File: src/rtl/serial_subtractor.sv
// Bit-serial unsigned subtractor: diff = a - b over WIDTH cycles, LSB first.
// One full-subtractor cell plus a registered borrow. The operands are latched
// on accept, so the operand bus is free while the result is being built.
module serial_subtractor #(
  parameter int WIDTH = 16
) (
  input  logic             clk,
  input  logic             rst_n,
  input  logic             in_valid,
  output logic             in_ready,
  input  logic [WIDTH-1:0] a,
  input  logic [WIDTH-1:0] b,
  output logic             out_valid,
  input  logic             out_ready,
  output logic [WIDTH-1:0] diff,
  output logic             borrow
);

  localparam int CW = $clog2(WIDTH);

  typedef enum logic [1:0] {IDLE, RUN, DONE} state_t;

  state_t           state, state_nxt;
  logic [CW-1:0]    cnt;
  logic [WIDTH-1:0] a_sh, b_sh, res_sh;
  logic             bor;
  logic             x, y, d, bo, last;

  // Full-subtractor cell on the current LSBs and the carried borrow
  always_comb begin
    x    = a_sh[0];
    y    = b_sh[0];
    d    = x ^ y ^ bor;
    bo   = (~x & y) | (~(x ^ y) & bor);
    last = (cnt == CW'(WIDTH - 1));
  end

  // Next-state logic
  always_comb begin
    state_nxt = state;
    case (state)
      IDLE:    if (in_valid)  state_nxt = RUN;
      RUN:     if (last)      state_nxt = DONE;
      DONE:    if (out_ready) state_nxt = IDLE;
      default:                state_nxt = IDLE;
    endcase
  end

  // State register; handshake outputs are registered copies of the next state
  always_ff @(posedge clk or negedge rst_n) begin
    if (!rst_n) begin
      state     <= IDLE;
      in_ready  <= 1'b1;
      out_valid <= 1'b0;
    end else begin
      state     <= state_nxt;
      in_ready  <= (state_nxt == IDLE);
      out_valid <= (state_nxt == DONE);
    end
  end

  // Datapath: latch on accept, shift one bit per RUN cycle, publish on last bit
  always_ff @(posedge clk or negedge rst_n) begin
    if (!rst_n) begin
      a_sh   <= '0;
      b_sh   <= '0;
      res_sh <= '0;
      bor    <= 1'b0;
      cnt    <= '0;
      diff   <= '0;
      borrow <= 1'b0;
    end else begin
      case (state)
        IDLE: if (in_valid) begin
          a_sh <= a;
          b_sh <= b;
          bor  <= 1'b0;
          cnt  <= '0;
        end
        RUN: begin
          res_sh <= {d, res_sh[WIDTH-1:1]};
          a_sh   <= a_sh >> 1;
          b_sh   <= b_sh >> 1;
          bor    <= bo;
          // Hold on the last bit so the counter never wraps inside an operation
          if (!last) cnt <= cnt + CW'(1);
          if (last) begin
            diff   <= {d, res_sh[WIDTH-1:1]};
            borrow <= bo;
          end
        end
        default: ;
      endcase
    end
  end

endmodule

File: config.mk
export PLATFORM = sky130hd
export DESIGN_NAME = serial_subtractor
export DESIGN_NICKNAME = d
export VERILOG_FILES = /design/src/rtl/serial_subtractor.sv
export SDC_FILE = /design/constraint.sdc
export NUM_CORES = 1
export LEC_CHECK = 0
export ABC_CLOCK_PERIOD_IN_PS = 3300
export CORE_MARGIN = 5
export CORE_UTILIZATION = 40
export CTS_BUF_LIST = sky130_fd_sc_hd__clkbuf_8
export DETAILED_ROUTE_END_ITERATION = 10
export PLACE_DENSITY = 0.65
export SKIP_CTS_REPAIR_TIMING = 1
export SLEW_MARGIN = 20
export SYNTH_ARGS = -nofsm -noshare
export SYNTH_HDL_FRONTEND = slang
export SYNTH_SLANG_ARGS = --single-unit
File: constraint.sdc
create_clock -name clk -period 3.3 [get_ports clk]
set_input_delay 0.99 -clock clk [delete_from_list [all_inputs] [get_ports clk]]
set_output_delay 0.99 -clock clk [all_outputs]
set_load 0.1 [all_outputs]
==> qor.yml, run 1 <==
finish:
  nFillCells: 728
  antenna_cells: 0
  layout.nets: 379
  postLayoutCoreUtil_pct: 51.5
  drive_above_1_share_pct: 19.7
  areaGrowthSynthToFinish_pct: 26.4
synth:
  synth_top_cell_by_area: "dfrtp_1"
  synth_async_sr_flop_share_pct: 100
  syn-cell-area_mm2: 0.00313
  synth_area_per_cell_um2: 10.8
  syn_nets: 327
  synth.yosys.seq_area_share_pct: 58.4
  synth_enable_flop_cells: 0
  yosys.area.top_type_share_pct: 57.5
  synth-warning-count: 0
  yosys_register_bits: 73
  synthDistinctLibCells: 35
  ys.flop_type: "dfrtp_1"
  yosys-top-cells-area: "dfrtp_1 (58%), nand2_1 (9.6%), a22oi_1 (7.2%), o21ai_0 (5.1%), mux2_4 (3.8%)"
  synthCells: 289
floorplanning:
  die_h_um: 98.5
  core-area_mm2: 0.00769
  die_width_um: 98.5
  placementRows: 32
  floorplan.initialDensity_pct: 40.7
  io-pin-count: 55
  design.die.area_mm2: 0.00970
grt:
  number_of_global_route_vias_before_repair: 2421
  grt_start_max_net_pins: 74
  antenna_found_initial: 0
  grt_overflow_total: 0
  first_pass_grt_wire_length_mm: 11.2
  grt.total_usage_pct: 14.1
critical_path:
  cp_max_fo: 1
  critical_path.startpoint_type: "flop"
  worst_ep_required_ns: 2.31
  worstReg2RegEnd: "diff[4]"
  worstSetupStartpoint: "in_ready"
  worstRegToRegCells: 4
  timing.reg2reg.setup_slack_ns: 1.43
  crit_path_cell_trace: "buf_4"
  timing.critical_path.to_type: "output port"
  critPathTopFamily: "flip-flops"
  crit_type: "flop to output port"
  critical_path.n_buffers_inverters: 1
  critical-path-max-stage-delay_ns: 0.52
  critical_path_at_ns: 1.15
  crit-reg2reg-launch: "state[0]"
  critical_path.slowest_cell: "dfstp_2"
timing:
  worstMarginPinSlew_ns: 0.897
  final_min_period_over_clock_period_pct: 64.8
  unrepaired_setup_endpoints_after_global_routing: "no"
  final_setup_violations: 0
  fmax_mhz: 468
  fin_worst_hold_slack_ns: 0.477
  timing_max_transition_violations_final: 0
  timing.slew.headroom_pct: 40.2
  final.setup_skew_ns: 0.0128
  post-route-min-period_ns: 2.14
  fin_tns_setup_ns: 0
  hold_viol_final: 0
route:
  drtAntennaViolNets: 0
  wl_mm: 6.25
  detailedRoute.firstPassIterationCount: 4
  route.vias.total: 2262
  route.detailed.wl_per_inst_um: 14.0
  route.detailed.drc: 0
  detail_route.vias_per_cell: 5.05
  drt-initial-drc-count: 76
pwr:
  power.leakage_nw: 1.79
  power.density_mw_per_mm2: 1050
  power.ir.vdd_worst_uv: 346
placement:
  number_of_buffers_inserted_by_port_buffering: 54
  gp_congestion: 0.850
  dpl.hpwl_mm: 4.06
clocking:
  clock_latency_ns: 0.35
  cts.clk_slew.worst_paths_ns: 0.08
  clock_tree_from_tritoncts: "yes"
  clock_sinks: 73
  htreeDepth: 3
  cts_inserted_buffers: 9
  clockRootBuffer: "clkbuf_8"
  cts_max_path_buffers: 2
worst_hold_path:
  min_to: "res_sh[1]"
  hp-start: "res_sh[1]"
  worstHoldPathType: "flop to flop"
  holdPathStages: 2
status:
  outcome: "completed"
job:
  number_of_maximum_capacitance_violations: 0
synthesized netlist by cell type (all sizes together), types with 2 or more instances:
cell    number
o31ai        2
o21ai       34
buf         15
nand2       80
nor2         3
a21o         2
dfrtp       72
a22oi       30
nor2b        4
clkbuf       5
inv          3
a21oi        4
nand3        4
mux2        16
nand2b       2
layout by cell type, fill, tap and decap left out, types with 2 or more instances in the layout:
cell type,count
o21ai_0,32
clkinv_4,2
clkbuf_8,9
a21oi_1,4
a21o_2,2
nor2_1,2
o31ai_1,2
nor2b_1,3
clkdlybuf4s50_1,34
inv_1,3
nand3_1,3
mux2_2,8
nand2_1,80
a22oi_1,30
mux2_4,8
o21ai_1,2
bufinv_16,4
dfrtp_1,72
buf_4,27
power by group:
group / switching [mW] / total [mW] / internal, mW
clock: 0.335 / 0.915 / 0.580
combinational: 1.21 / 1.76 / 0.550
sequential: 0.229 / 1.48 / 1.25
total: 1.77 / 4.16 / 2.38
worst max-delay path by stage:
stage	endpoint	slack (ns)	cells after the start
2_1_floorplan	diff[10]	1.41	0
3_3_place_gp	b_sh[10]	0.97	5
3_5_place_dp	b_sh[3]	0.87	5
4_1_cts	in_ready	1.14	1
5_1_grt	a_sh[0]	1.11	5
6_report	in_ready	1.16	1
layer usage:
metal	vias up	track usage [%]	wire [um]
met3	14	5.02	377
met5	-	0	0
met1	1079	17.9	2840
met2	64	21.9	2920
li1	1105	-	-
met4	0	5.78	116
layout make-up:
class	instances	area [um^2]	share of cell area [%]
sequential	73	1830	46.2
tap	102	128	3.22
timing repair buffer	61	543	13.7
multi-input combinational	193	1180	29.8
inverter	3	11.3	0.285
clock inverter	7	143	3.60
clock buffer	9	124	3.13
sequential cells by signal, summed over array words and instances (netlist names):
signal,count
in_ready,1
cnt,4
b_sh,16
out_valid,1
a_sh,16
res_sh,15
borrow,1
diff,16
state,2
bor,1
per-stage QoR:
step                power (mW)  worst slack (ns)  cells  cell area, um^2
floorplan                 2.87              1.41    289             3130
finish                    4.16              1.16    448             3960
global placement          3.23             0.968    432             3690
global route              4.43              1.11    448             3960
CTS                       4.21              1.14    448             3960
detailed placement        3.28             0.868    432             3690
kinds of logic after synthesis:
family          after synthesis  share of synthesized area, %
buf+inv                      23                          4.00
fa+ha+maj                     2                          1.04
compound gates               78                          16.0
flops                        73                          58.4
mux                          16                          6.71
simple gates                 97                          13.9
Power figures use the tool's default switching activity.
==> run 2, diff against run 1 <==
--- a/config.mk
+++ b/config.mk
@@ -5,7 +5,7 @@
 export SDC_FILE = /design/constraint.sdc
 export NUM_CORES = 1
 export LEC_CHECK = 0
-export ABC_CLOCK_PERIOD_IN_PS = 3300
+export ABC_CLOCK_PERIOD_IN_PS = 2150
 export CORE_MARGIN = 5
 export CORE_UTILIZATION = 40
 export CTS_BUF_LIST = sky130_fd_sc_hd__clkbuf_8
==> constraint.sdc (replaced) <==
create_clock -name clk -period 2.15 [get_ports clk]
set_input_delay 0.645 -clock clk [delete_from_list [all_inputs] [get_ports clk]]
set_output_delay 0.645 -clock clk [all_outputs]
set_load 0.1 [all_outputs]
==> qor.yml, run 2 (same netlist as run 1, synthesis figures left out) <==
critical_path:
  critical_path.startpoint_type: "flop"
  critical_path.n_buffers_inverters: 0
  critical-path-max-stage-delay_ns: 0.45
  timing.critical_path.to_type: "flop"
  crit-reg2reg-launch: "cnt[0]"
  cp_max_fo: 18
  crit_type: "flop to flop"
  worst_ep_required_ns: 2.37
  worstRegToRegCells: 4
  worstReg2RegEnd: "diff[4]"
  crit_path_cell_trace: "ha_1, nand3_4, nor2_8, mux2_2"
  critical_path.slowest_cell: "dfrtp_1"
  critical_path_at_ns: 1.97
  critPathTopFamily: "simple AND/OR/NAND/NOR gates"
  timing.reg2reg.setup_slack_ns: 0.40
timing:
  fin_tns_setup_ns: 0
  fmax_mhz: 572
  timing.slew.headroom_pct: 71.0
  final_setup_violations: 0
  final_min_period_over_clock_period_pct: 81.3
  unrepaired_setup_endpoints_after_global_routing: "no"
  post-route-min-period_ns: 1.75
  hold_viol_final: 0
  worstMarginPinSlew_ns: 0.436
  final.setup_skew_ns: 0.0135
  timing_max_transition_violations_final: 0
placement:
  gp_congestion: 0.772
  number_of_buffers_inserted_by_port_buffering: 54
  dpl.hpwl_mm: 4.34
finish:
  areaGrowthSynthToFinish_pct: 30.0
  antenna_cells: 0
  most-common-layout-cells: "nand2_1 (80), dfrtp_1 (72), clkdlybuf4s50_1 (34)"
  nFillCells: 707
  mostFrequentLayoutCell: "nand2_1"
  postLayoutCoreUtil_pct: 52.9
  biggest_registers_after_layout: "a_sh x16, b_sh x16, diff x16"
  register_area_mm2: 0.00183
  layout.nets: 383
  multi_input_area_mm2: 0.00118
  drive_above_1_share_pct: 20.0
pwr:
  power.ir.vdd_worst_uv: 454
  switching_share_pct: 44.0
  power.density_mw_per_mm2: 1540
  intPower_mw: 3.50
  netSwitchingPower_mw: 2.75
  register_share_of_total_power_pct: 37.5
  combPwrFrac_pct: 47.2
  power.leakage_nw: 1.83
  power_frac_clock_pct: 15.2
  total_power_mw: 6.25
route:
  detail_route.vias_per_cell: 5.13
  route.detailed.drc: 0
  route.vias.total: 2317
  route.detailed.wl_per_inst_um: 14.0
  drt-initial-drc-count: 101
  wl_mm: 6.31
  drtAntennaViolNets: 0
  detailedRoute.firstPassIterationCount: 5
floorplanning:
  io-pin-count: 55
  floorplan.initialDensity_pct: 40.7
  design.die.area_mm2: 0.00970
  core-area_mm2: 0.00769
  die_width_um: 98.5
  placementRows: 32
  die_h_um: 98.5
job:
  number_of_maximum_capacitance_violations: 0
grt:
  first_pass_grt_wire_length_mm: 11.0
  grt_overflow_total: 0
  grt_start_max_net_pins: 40
  antenna_found_initial: 0
  number_of_global_route_vias_before_repair: 2309
  grt.total_usage_pct: 13.9
clocking:
  cts_max_path_buffers: 2
  clock_tree_from_tritoncts: "yes"
  clock_sinks: 73
  cts.clk_slew.worst_paths_ns: 0.08
  clock_latency_ns: 0.34
  clockRootBuffer: "clkbuf_8"
  cts_inserted_buffers: 9
  htreeDepth: 3
status:
  outcome: "completed"
worst_hold_path:
  worstHoldPathType: "primary input to asynchronous set/reset pin"
## run 2: changes by cell type in the layout (fill, tap and decap cells not counted), sizes merged
cell | before | now
bufinv | 4 | 0
clkbuf | 9 | 11
inv | 3 | 5
buf | 27 | 31
## run 2: power groups by stage
stage / registers [mW] / logic [mW] / clock network, mW
CTS: 2.35 / 2.99 / 0.975
global route: 2.42 / 3.16 / 1.03
floorplan: 3.27 / 1.13 / 0
detailed placement: 2.37 / 2.99 / 0
global placement: 2.35 / 2.92 / 0
finish: 2.35 / 2.95 / 0.952
## run 2: metrics by stage
step | setup WS, ns | std cells | hold WS [ns] | cell area [um^2]
floorplan | 0.607 | 289 | 0.349 | 3130
global placement | 0.188 | 436 | 0.457 | 3900
detailed placement | 0.109 | 436 | 0.467 | 3900
CTS | 0.393 | 452 | 0.251 | 4070
global route | 0.289 | 452 | 0.268 | 4070
finish | 0.403 | 452 | 0.246 | 4070
## run 2: how the worst max path moves through the flow
| stage | slack [ns] | startpoint | end | cells after the start |
|---|---|---|---|---|
| 3_5_place_dp | 0.11 | in_valid | a_sh[3] | 5 |
| 6_report | 0.40 | cnt[0] | diff[4] | 4 |
| 5_1_grt | 0.29 | cnt[0] | diff[4] | 4 |
| 3_3_place_gp | 0.19 | in_valid | b_sh[9] | 5 |
| 2_1_floorplan | 0.61 | diff[10] | diff[10] | 0 |
| 4_1_cts | 0.39 | cnt[0] | diff[4] | 4 |
## run 2: area by class of cell
class,count,share of cell area (%)
clock buffers,11,3.72
clock inverters,5,0.553
inverters,3,0.277
multi-input cells,193,29.0
flip-flops and latches,73,44.9
well taps,102,3.14
repair buffers,65,18.4
## run 2: worst register-to-register path, stage by stage (launching register included)
cell     delay [ns]
dfrtp_1        0.45
ha_1           0.31
nand3_4        0.15
nor2_8         0.35
mux2_2         0.39
## run 2: routing by layer
metal,global-route usage (%),vias to the layer above,part of all wire (%)
li1,-,1116,-
met1,19.0,1140,47
met2,21.2,56,47
met3,4.25,5,5.0
met4,4.73,0,0.90
met5,0,-,0
